File: src/rtl/cache_mem_arbiter.sv
// cache_mem_arbiter: shares one AXI line-burst port between I-cache refill,
// D-cache refill and D-cache writeback. One line transaction is open at a
// time. I and D classes alternate under contention. Inside the D class,
// writeback goes ahead of refill. Each open transaction is guarded by a
// watchdog that closes it and raises a sticky error flag if it overruns.
module cache_mem_arbiter #(
   parameter int ADDR_WIDTH     = 64,
   parameter int LINE_OFFSET    = 6,
   parameter int TIMEOUT_CYCLES = 1024,
   parameter int CNT_WIDTH      = $clog2(TIMEOUT_CYCLES + 1)
) (
   input  logic                  clk,
   input  logic                  arst,
   input  logic                  i_ird_req,
   input  logic [ADDR_WIDTH-1:0] i_ird_addr,
   input  logic                  i_drd_req,
   input  logic [ADDR_WIDTH-1:0] i_drd_addr,
   input  logic                  i_dwr_req,
   input  logic [ADDR_WIDTH-1:0] i_dwr_addr,
   input  logic                  i_read_last_axi,
   input  logic                  i_b_resp_axi,
   input  logic                  i_timeout_clr,
   output logic                  o_start_read_axi,
   output logic                  o_start_write_axi,
   output logic [ADDR_WIDTH-1:0] o_addr,
   output logic [1:0]            o_grant,
   output logic                  o_ird_done,
   output logic                  o_drd_done,
   output logic                  o_dwr_done,
   output logic                  o_busy,
   output logic                  o_timeout
);

   typedef enum logic [2:0] {IDLE, RD_I, RD_D, WR_D, DONE} state_t;

   localparam logic [ADDR_WIDTH-1:0] LINE_MASK =
      {{(ADDR_WIDTH - LINE_OFFSET){1'b1}}, {LINE_OFFSET{1'b0}}};
   localparam logic [CNT_WIDTH-1:0]  WD_LAST = CNT_WIDTH'(TIMEOUT_CYCLES - 1);
   localparam logic [CNT_WIDTH-1:0]  WD_ONE  = CNT_WIDTH'(1);

   localparam logic [1:0] G_NONE = 2'b00;
   localparam logic [1:0] G_IRD  = 2'b01;
   localparam logic [1:0] G_DRD  = 2'b10;
   localparam logic [1:0] G_DWR  = 2'b11;

   state_t               state;
   logic                 last_is_i;   // class granted most recently: 1 = I, 0 = D
   logic [CNT_WIDTH-1:0] wdog;

   logic pend_i;
   logic pend_d;
   logic pick_i;
   logic pick_d;
   logic xfer_done;

   // Class arbitration: a lone class wins, contention goes to the class not served last
   assign pend_i = i_ird_req;
   assign pend_d = i_drd_req | i_dwr_req;
   assign pick_i = pend_i & (~pend_d | ~last_is_i);
   assign pick_d = pend_d & ~pick_i;

   // Completion event relevant to the open transaction; the other channel is ignored
   assign xfer_done = ((state == RD_I || state == RD_D) && i_read_last_axi) ||
                      ((state == WR_D) && i_b_resp_axi);

   // Transaction sequencer with registered outputs, watchdog and sticky timeout flag
   always_ff @(posedge clk or posedge arst) begin
      if (arst) begin
         state             <= IDLE;
         last_is_i         <= 1'b0;
         wdog              <= '0;
         o_start_read_axi  <= 1'b0;
         o_start_write_axi <= 1'b0;
         o_addr            <= '0;
         o_grant           <= G_NONE;
         o_ird_done        <= 1'b0;
         o_drd_done        <= 1'b0;
         o_dwr_done        <= 1'b0;
         o_busy            <= 1'b0;
         o_timeout         <= 1'b0;
      end else begin
         // A clear is overridden below when a timeout fires on the same edge
         if (i_timeout_clr)
            o_timeout <= 1'b0;

         case (state)
            IDLE: begin
               if (pick_i) begin
                  state            <= RD_I;
                  last_is_i        <= 1'b1;
                  wdog             <= '0;
                  o_addr           <= i_ird_addr & LINE_MASK;
                  o_grant          <= G_IRD;
                  o_start_read_axi <= 1'b1;
                  o_busy           <= 1'b1;
               end else if (pick_d) begin
                  last_is_i <= 1'b0;
                  wdog      <= '0;
                  o_busy    <= 1'b1;
                  if (i_dwr_req) begin
                     state             <= WR_D;
                     o_addr            <= i_dwr_addr & LINE_MASK;
                     o_grant           <= G_DWR;
                     o_start_write_axi <= 1'b1;
                  end else begin
                     state            <= RD_D;
                     o_addr           <= i_drd_addr & LINE_MASK;
                     o_grant          <= G_DRD;
                     o_start_read_axi <= 1'b1;
                  end
               end
            end

            RD_I, RD_D, WR_D: begin
               wdog <= wdog + WD_ONE;
               if (xfer_done) begin
                  state             <= DONE;
                  o_start_read_axi  <= 1'b0;
                  o_start_write_axi <= 1'b0;
                  o_ird_done        <= (state == RD_I);
                  o_drd_done        <= (state == RD_D);
                  o_dwr_done        <= (state == WR_D);
               end else if (wdog == WD_LAST) begin
                  state             <= IDLE;
                  o_start_read_axi  <= 1'b0;
                  o_start_write_axi <= 1'b0;
                  o_grant           <= G_NONE;
                  o_busy            <= 1'b0;
                  o_timeout         <= 1'b1;
               end
            end

            DONE: begin
               state      <= IDLE;
               o_grant    <= G_NONE;
               o_busy     <= 1'b0;
               o_ird_done <= 1'b0;
               o_drd_done <= 1'b0;
               o_dwr_done <= 1'b0;
            end

            default: begin
               state             <= IDLE;
               o_start_read_axi  <= 1'b0;
               o_start_write_axi <= 1'b0;
               o_grant           <= G_NONE;
               o_busy            <= 1'b0;
               o_ird_done        <= 1'b0;
               o_drd_done        <= 1'b0;
               o_dwr_done        <= 1'b0;
            end
         endcase
      end
   end

endmodule

File: config.mk
export PLATFORM = sky130hd
export DESIGN_NAME = cache_mem_arbiter
export DESIGN_NICKNAME = d
export VERILOG_FILES = /design/src/rtl/cache_mem_arbiter.sv
export SDC_FILE = /design/constraint.sdc
export NUM_CORES = 1
export LEC_CHECK = 0
export CAP_MARGIN = 20
export CORE_AREA = 3 3 104 106
export CTS_BUF_LIST = sky130_fd_sc_hd__clkbuf_8
export CTS_CLUSTER_DIAMETER = 40
export DETAILED_ROUTE_END_ITERATION = 10
export DIE_AREA = 0 0 107 109
export DONT_BUFFER_PORTS = 1
export PLACE_DENSITY = 0.58
export SKIP_CTS_REPAIR_TIMING = 1
export SYNTH_ARGS = -nofsm -noshare
export SYNTH_HDL_FRONTEND = slang
export SYNTH_SLANG_ARGS = --single-unit
File: constraint.sdc
create_clock -name clk -period 5.9 [get_ports clk]
set_input_delay 1.475 -clock clk [delete_from_list [all_inputs] [get_ports clk]]
set_output_delay 1.475 -clock clk [all_outputs]
set_load 0.05 [all_outputs]
Yosys cells after proc, flatten, opt, wreduce, memory -nomap -nowiden. Index checks and enable logic that the tools add are counted.

Bitwise gates (word level): 9. Equality and inequality tests: 14. Add/sub/neg operators: 1. Reductions and logical operators: 15. Multiplexer cells: 44.

Operator list (number): $mux 64 (3); $mux 1 (22); $mux 11 (2); $pmux 11 s2 (1); $mux 3 (4); $ne 2x2->1 const B (6); $add 11x1->11 const B (1); $eq 11x10->1 const B (1); $ne 3x3->1 const B (3); $mux 2 (4); $pmux 1 s2 (4); $reduce_and 2->1 (4); $eq 3x2->1 const B (2); $pmux 1 s3 (2); $pmux 3 s2 (1); $not 1->1 (5); $reduce_and 5->1 (1); $pmux 2 s2 (1); $reduce_and 4->1 (1); $reduce_bool 2->1 (2); $eq 3x1->1 const B (1); $eq 3x3->1 const B (1); $logic_not 3->1 (1); $reduce_and 3->1 (1); other kinds (5) (9).

Output and inout bits: 73. Register bits: 88. Word-level logic and storage cells: 95.

Depth between registers and ports, before layout.
Depth in word-level cells: 9. Gate-level depth with buffers: 7. Gate-level depth less buffers: 5.

Least setup slack after synthesis. OpenSTA, ideal clock, no wires.

Path kind: input to register. Start: input i_drd_req. End: register o_addr[10]. Stages: 7. Path slack: 3163 ps. Arrival time: 2654 ps. Path buffers: 3. Data required time: 5817 ps. Cell sequence: nor3_1 -> nand2b_1 -> clkbuf_1 -> buf_2 -> buf_1 -> nand2_1 -> o21ai_0.

Cells in the longest elaborated chain, start to end: 8. Elaborated cells on any way between the ends: 9. Those cells by class: mux: 1; bitwise: 6; reduce/logical: 2.

RTL lines: start, declared (RTL line 16) `input logic i_drd_req,`; $or 1x1->1 (*) (RTL line 58) `assign pend_d = i_drd_req | i_dwr_req;`; $not 1->1 (RTL line 59) `assign pick_i = pend_i & (~pend_d | ~last_is_i);`; $or 1x1->1 (RTL line 59); $and 1x1->1 (RTL line 59); $not 1->1 (RTL line 60) `assign pick_d = pend_d & ~pick_i;`; $and 1x1->1 (RTL line 60); $reduce_bool 2->1 (no source line); $reduce_and 2->1 (no source line); end signal, assigned (RTL line 92) `o_addr <= i_ird_addr & LINE_MASK;`; end signal, assigned (RTL line 102) `o_addr <= i_dwr_addr & LINE_MASK;`; end signal, assigned (RTL line 107) `o_addr <= i_drd_addr & LINE_MASK;`; end, declared (RTL line 25) `output logic [ADDR_WIDTH-1:0] o_addr,`.

Mark *: on every way between the ends. The rest lies on a longest branch, timed or not. A chain may end at the register's enable or synchronous reset.

Final worst setup path.
Start: input i_drd_req. End: register o_addr[11].

Same word-level chain as after synthesis.

==> impl_metrics.csv <==
group,metric,value,unit
yosys,dominantRegCellSynth,"sky130_fd_sc_hd__dfrtp_1",
worst_hold_path,min_path_type,"register to register",
yosys,post_synth_inst_count,395,
worst_setup_path,number_of_cells_on_the_worst_reg_to_reg_path,4,
placed_design,place.detailed.hpwl,8000,um
yosys,number_of_flops_mapped_to_enable_cells_by_yosys,0,
cells_and_area,commonest_non_fill_non_tap_cells_in_the_layout,"sky130_fd_sc_hd__dfrtp_1 (82), sky130_fd_sc_hd__o21ai_0 (68), sky130_fd_sc_hd__nand2_1 (67)",
die,initial_core_util,39.84,%
sta,setup-tns-final,0,ns
routing,drt-total-wl,10930,um
power_and_ir_drop,total_leakage_power,1.800,nW
yosys,complex_gate_fraction_of_the_synthesized_area,28.65,%
cells_and_area,num_antenna_cells,0,
cells_and_area,most_common_cell_after_layout_fill_and_taps_aside,"sky130_fd_sc_hd__dfrtp_1",
yosys,synthDistinctLibCells,42,
sta,fin_crit_sh,45.16,%
sta,timing.clock.skew,0.01059,ns
worst_setup_path,critical_path.max_fanout,65,
cells_and_area,multiInputGateArea,1705,um2
yosys,avgSynthCellArea,9.949,um2
routing,detail_route.wl_per_cell,21.38,um
yosys,synth-warning-count,0,
job,maxCapViolations,0,
clock_tree,worst_skew_pair.late_latency,0.35,ns
yosys,async_flop_share,100.0,%
die,die_height,109,um
yosys,synthMuxAreaShare,1.878,%
grt,first_global_vias,2922,
die,std_cell_rows,36,
sta,hold_violations,0,
worst_setup_path,setup.worst_path.end_class,"register",
yosys,ys_ff_latch,82,
routing,postRouteAntennaNets,0,
power_and_ir_drop,power.density,685.3,nW/um2
cells_and_area,fillCellCount,939,
power_and_ir_drop,finalPower,2.913,mW
worst_hold_path,hold_path_stages,1,
grt,grt_util_all_layers,17.72,%
sta,rsz_0062_raised_after_global_routing,"no",
worst_setup_path,critical_path_required,6.15,ns
clock_tree,tritoncts_sink_count,82,
cells_and_area,final_nets,574,
sta,max_clock_freq,375.3,MHz
cells_and_area,area.growth.synth_to_final,8.182,%
placed_design,place_congestion,0.7596,
clock_tree,clk_pin_slew,0.08,ns
yosys,synthAdderAreaFrac,0.3184,%
worst_setup_path,worst_ep_arrival_time,2.92,ns
sta,timing.final.setup_violations,0,
sta,report.final.slew_viol_count,0,
grt,grt_max_degree,126,
placed_design,port-buffer-count,0,
routing,drcViolationCount,0,
cells_and_area,drive_gt1_share,8.201,%
clock_tree,cts_max_level,3,
clock_tree,cts_root_buffer,"sky130_fd_sc_hd__clkbuf_8",
die,die_width,107,um
cells_and_area,final-seq-area,2052,um2
clock_tree,cts-buffers-inserted,9,
clock_tree,cts_tree,"yes",
sta,relSlewSlack,57.83,%
power_and_ir_drop,power.ir.vdd_worst,0.2300,mV
grt,gr-total-overflow,0,
yosys,synth_top_family_by_area,"compound AO/OA/AOI/OAI gates",
worst_setup_path,crit_path_start_kind,"primary input",
clock_tree,clk_path_buf_depth,2,
sta,tightest_slew,0.6326,ns
sta,fin_crit,2.665,ns
yosys,synthXorXnorAreaFrac,0,%
yosys,synth_seq_area_share,52.21,%
grt,grt_first_pass_wirelength,15910,um
worst_setup_path,timing_worst_setup_path_type,"primary input to register",
routing,drt_first_pass_iters,7,
die,ioPinCount,273,
yosys,syn-cell-area,3930,um2
grt,antenna_violations_before_repair,0,
routing,drtIter0Drc,448,
routing,vias,3158,
die,placeableCoreArea,9864,um2
routing,via_per_inst,6.180,
die,die-area,11660,um2
outcome,status,"finished, final reports clean",
yosys,synthSimpleGateAreaFrac,11.27,%
## metrics by stage
step / worst slack [ns] / hold slack [ns] / util (%) / cell area, um2 / cells
2_1_floorplan: 2.317 / 0.4370 / - / 3949 / 400
3_3_place_gp: 2.755 / 0.4557 / 40.32 / 3978 / 493
3_5_place_dp: 2.632 / 0.4672 / 40.32 / 3978 / 493
4_1_cts: 3.025 / 0.4793 / 42.69 / 4212 / 509
5_1_grt: 3.092 / 0.4962 / 43.10 / 4252 / 511
6_report: 3.235 / 0.4709 / 43.10 / 4252 / 511
## critical path, cell delays in order
cell and delay (ns):
sky130_fd_sc_hd__nor3_1 0.34, sky130_fd_sc_hd__nand2b_4 0.58, sky130_fd_sc_hd__buf_12 0.31, sky130_fd_sc_hd__nand2_1 0.08, sky130_fd_sc_hd__o21ai_0 0.11
## Yosys cell counts (2+ instances only)
| cell | number | area share [%] |
|---|---|---|
| sky130_fd_sc_hd__nor2_1 | 7 | 0.67 |
| sky130_fd_sc_hd__nor3_1 | 2 | 0.25 |
| sky130_fd_sc_hd__o21ai_0 | 68 | 8.7 |
| sky130_fd_sc_hd__buf_2 | 4 | 0.51 |
| sky130_fd_sc_hd__o31ai_1 | 2 | 0.38 |
| sky130_fd_sc_hd__inv_1 | 8 | 0.76 |
| sky130_fd_sc_hd__nand2_1 | 67 | 6.4 |
| sky130_fd_sc_hd__nand4_1 | 3 | 0.48 |
| sky130_fd_sc_hd__dfrtp_1 | 82 | 52 |
| sky130_fd_sc_hd__mux2i_1 | 4 | 1.0 |
| sky130_fd_sc_hd__buf_1 | 5 | 0.48 |
| sky130_fd_sc_hd__mux2_2 | 3 | 0.86 |
| sky130_fd_sc_hd__o2bb2ai_1 | 2 | 0.45 |
| sky130_fd_sc_hd__and3_1 | 3 | 0.48 |
| sky130_fd_sc_hd__buf_4 | 6 | 1.1 |
| sky130_fd_sc_hd__a21oi_1 | 6 | 0.76 |
| sky130_fd_sc_hd__clkbuf_1 | 28 | 2.7 |
| sky130_fd_sc_hd__o211ai_1 | 3 | 0.57 |
| sky130_fd_sc_hd__a22o_1 | 2 | 0.45 |
| sky130_fd_sc_hd__o22ai_1 | 2 | 0.32 |
| sky130_fd_sc_hd__nand3_1 | 6 | 0.76 |
| sky130_fd_sc_hd__o21a_1 | 2 | 0.38 |
| sky130_fd_sc_hd__nand2b_1 | 2 | 0.32 |
| sky130_fd_sc_hd__o22a_1 | 2 | 0.45 |
| sky130_fd_sc_hd__a21o_1 | 2 | 0.38 |
| sky130_fd_sc_hd__a222oi_1 | 58 | 15 |
## sequential cells by signal, summed over array words and instances, names as in the netlist, 2 cells and up
signal	cells
wdog	11
o_addr	58
state	3
o_grant	2
## worst paths after layout
check | from | end | slack, ns
worst max register to register | state[0] | last_is_i | 3.76
min in group asynchronous | arst | o_addr[19] | 1.04
worst min register to register | wdog[10] | wdog[10] | 0.47
max in group asynchronous | arst | o_addr[15] | 3.81
worst max-delay path | i_drd_req | o_addr[11] | 3.24
worst min-delay path | wdog[10] | wdog[10] | 0.47
## area by class of cell
cell class | count | area share [%]
tap | 133 | 3.914
clock buffer | 9 | 2.913
clock inverter | 7 | 2.590
multi-input combinational | 267 | 40.11
inverter | 8 | 0.7357
timing repair buffer | 5 | 1.471
sequential | 82 | 48.26
## cells by family after synthesis
group | count (synthesis)
DFF | 82
and+or+nand+nor | 99
buffers and inverters | 51
AOI/OAI and AO/OA | 154
adders and majority gates | 1
muxes | 7
other | 1
## layer usage
metal | global-route usage (%) | up-vias | wire (um)
met4 | 5.205 | 0 | 87
met2 | 28.42 | 171 | 5497
met3 | 5.269 | 5 | 999
met1 | 23.33 | 1507 | 4342
met5 | 0 | - | 0
li1 | - | 1475 | -
## power by group
part           switching [mW]  leakage (nW)  internal (mW)
clock network           0.200         0.122          0.278
registers               0.945          1.04          0.787
logic                   0.430         0.635          0.274
No activity file was read; power rests on OpenSTA's default activity.
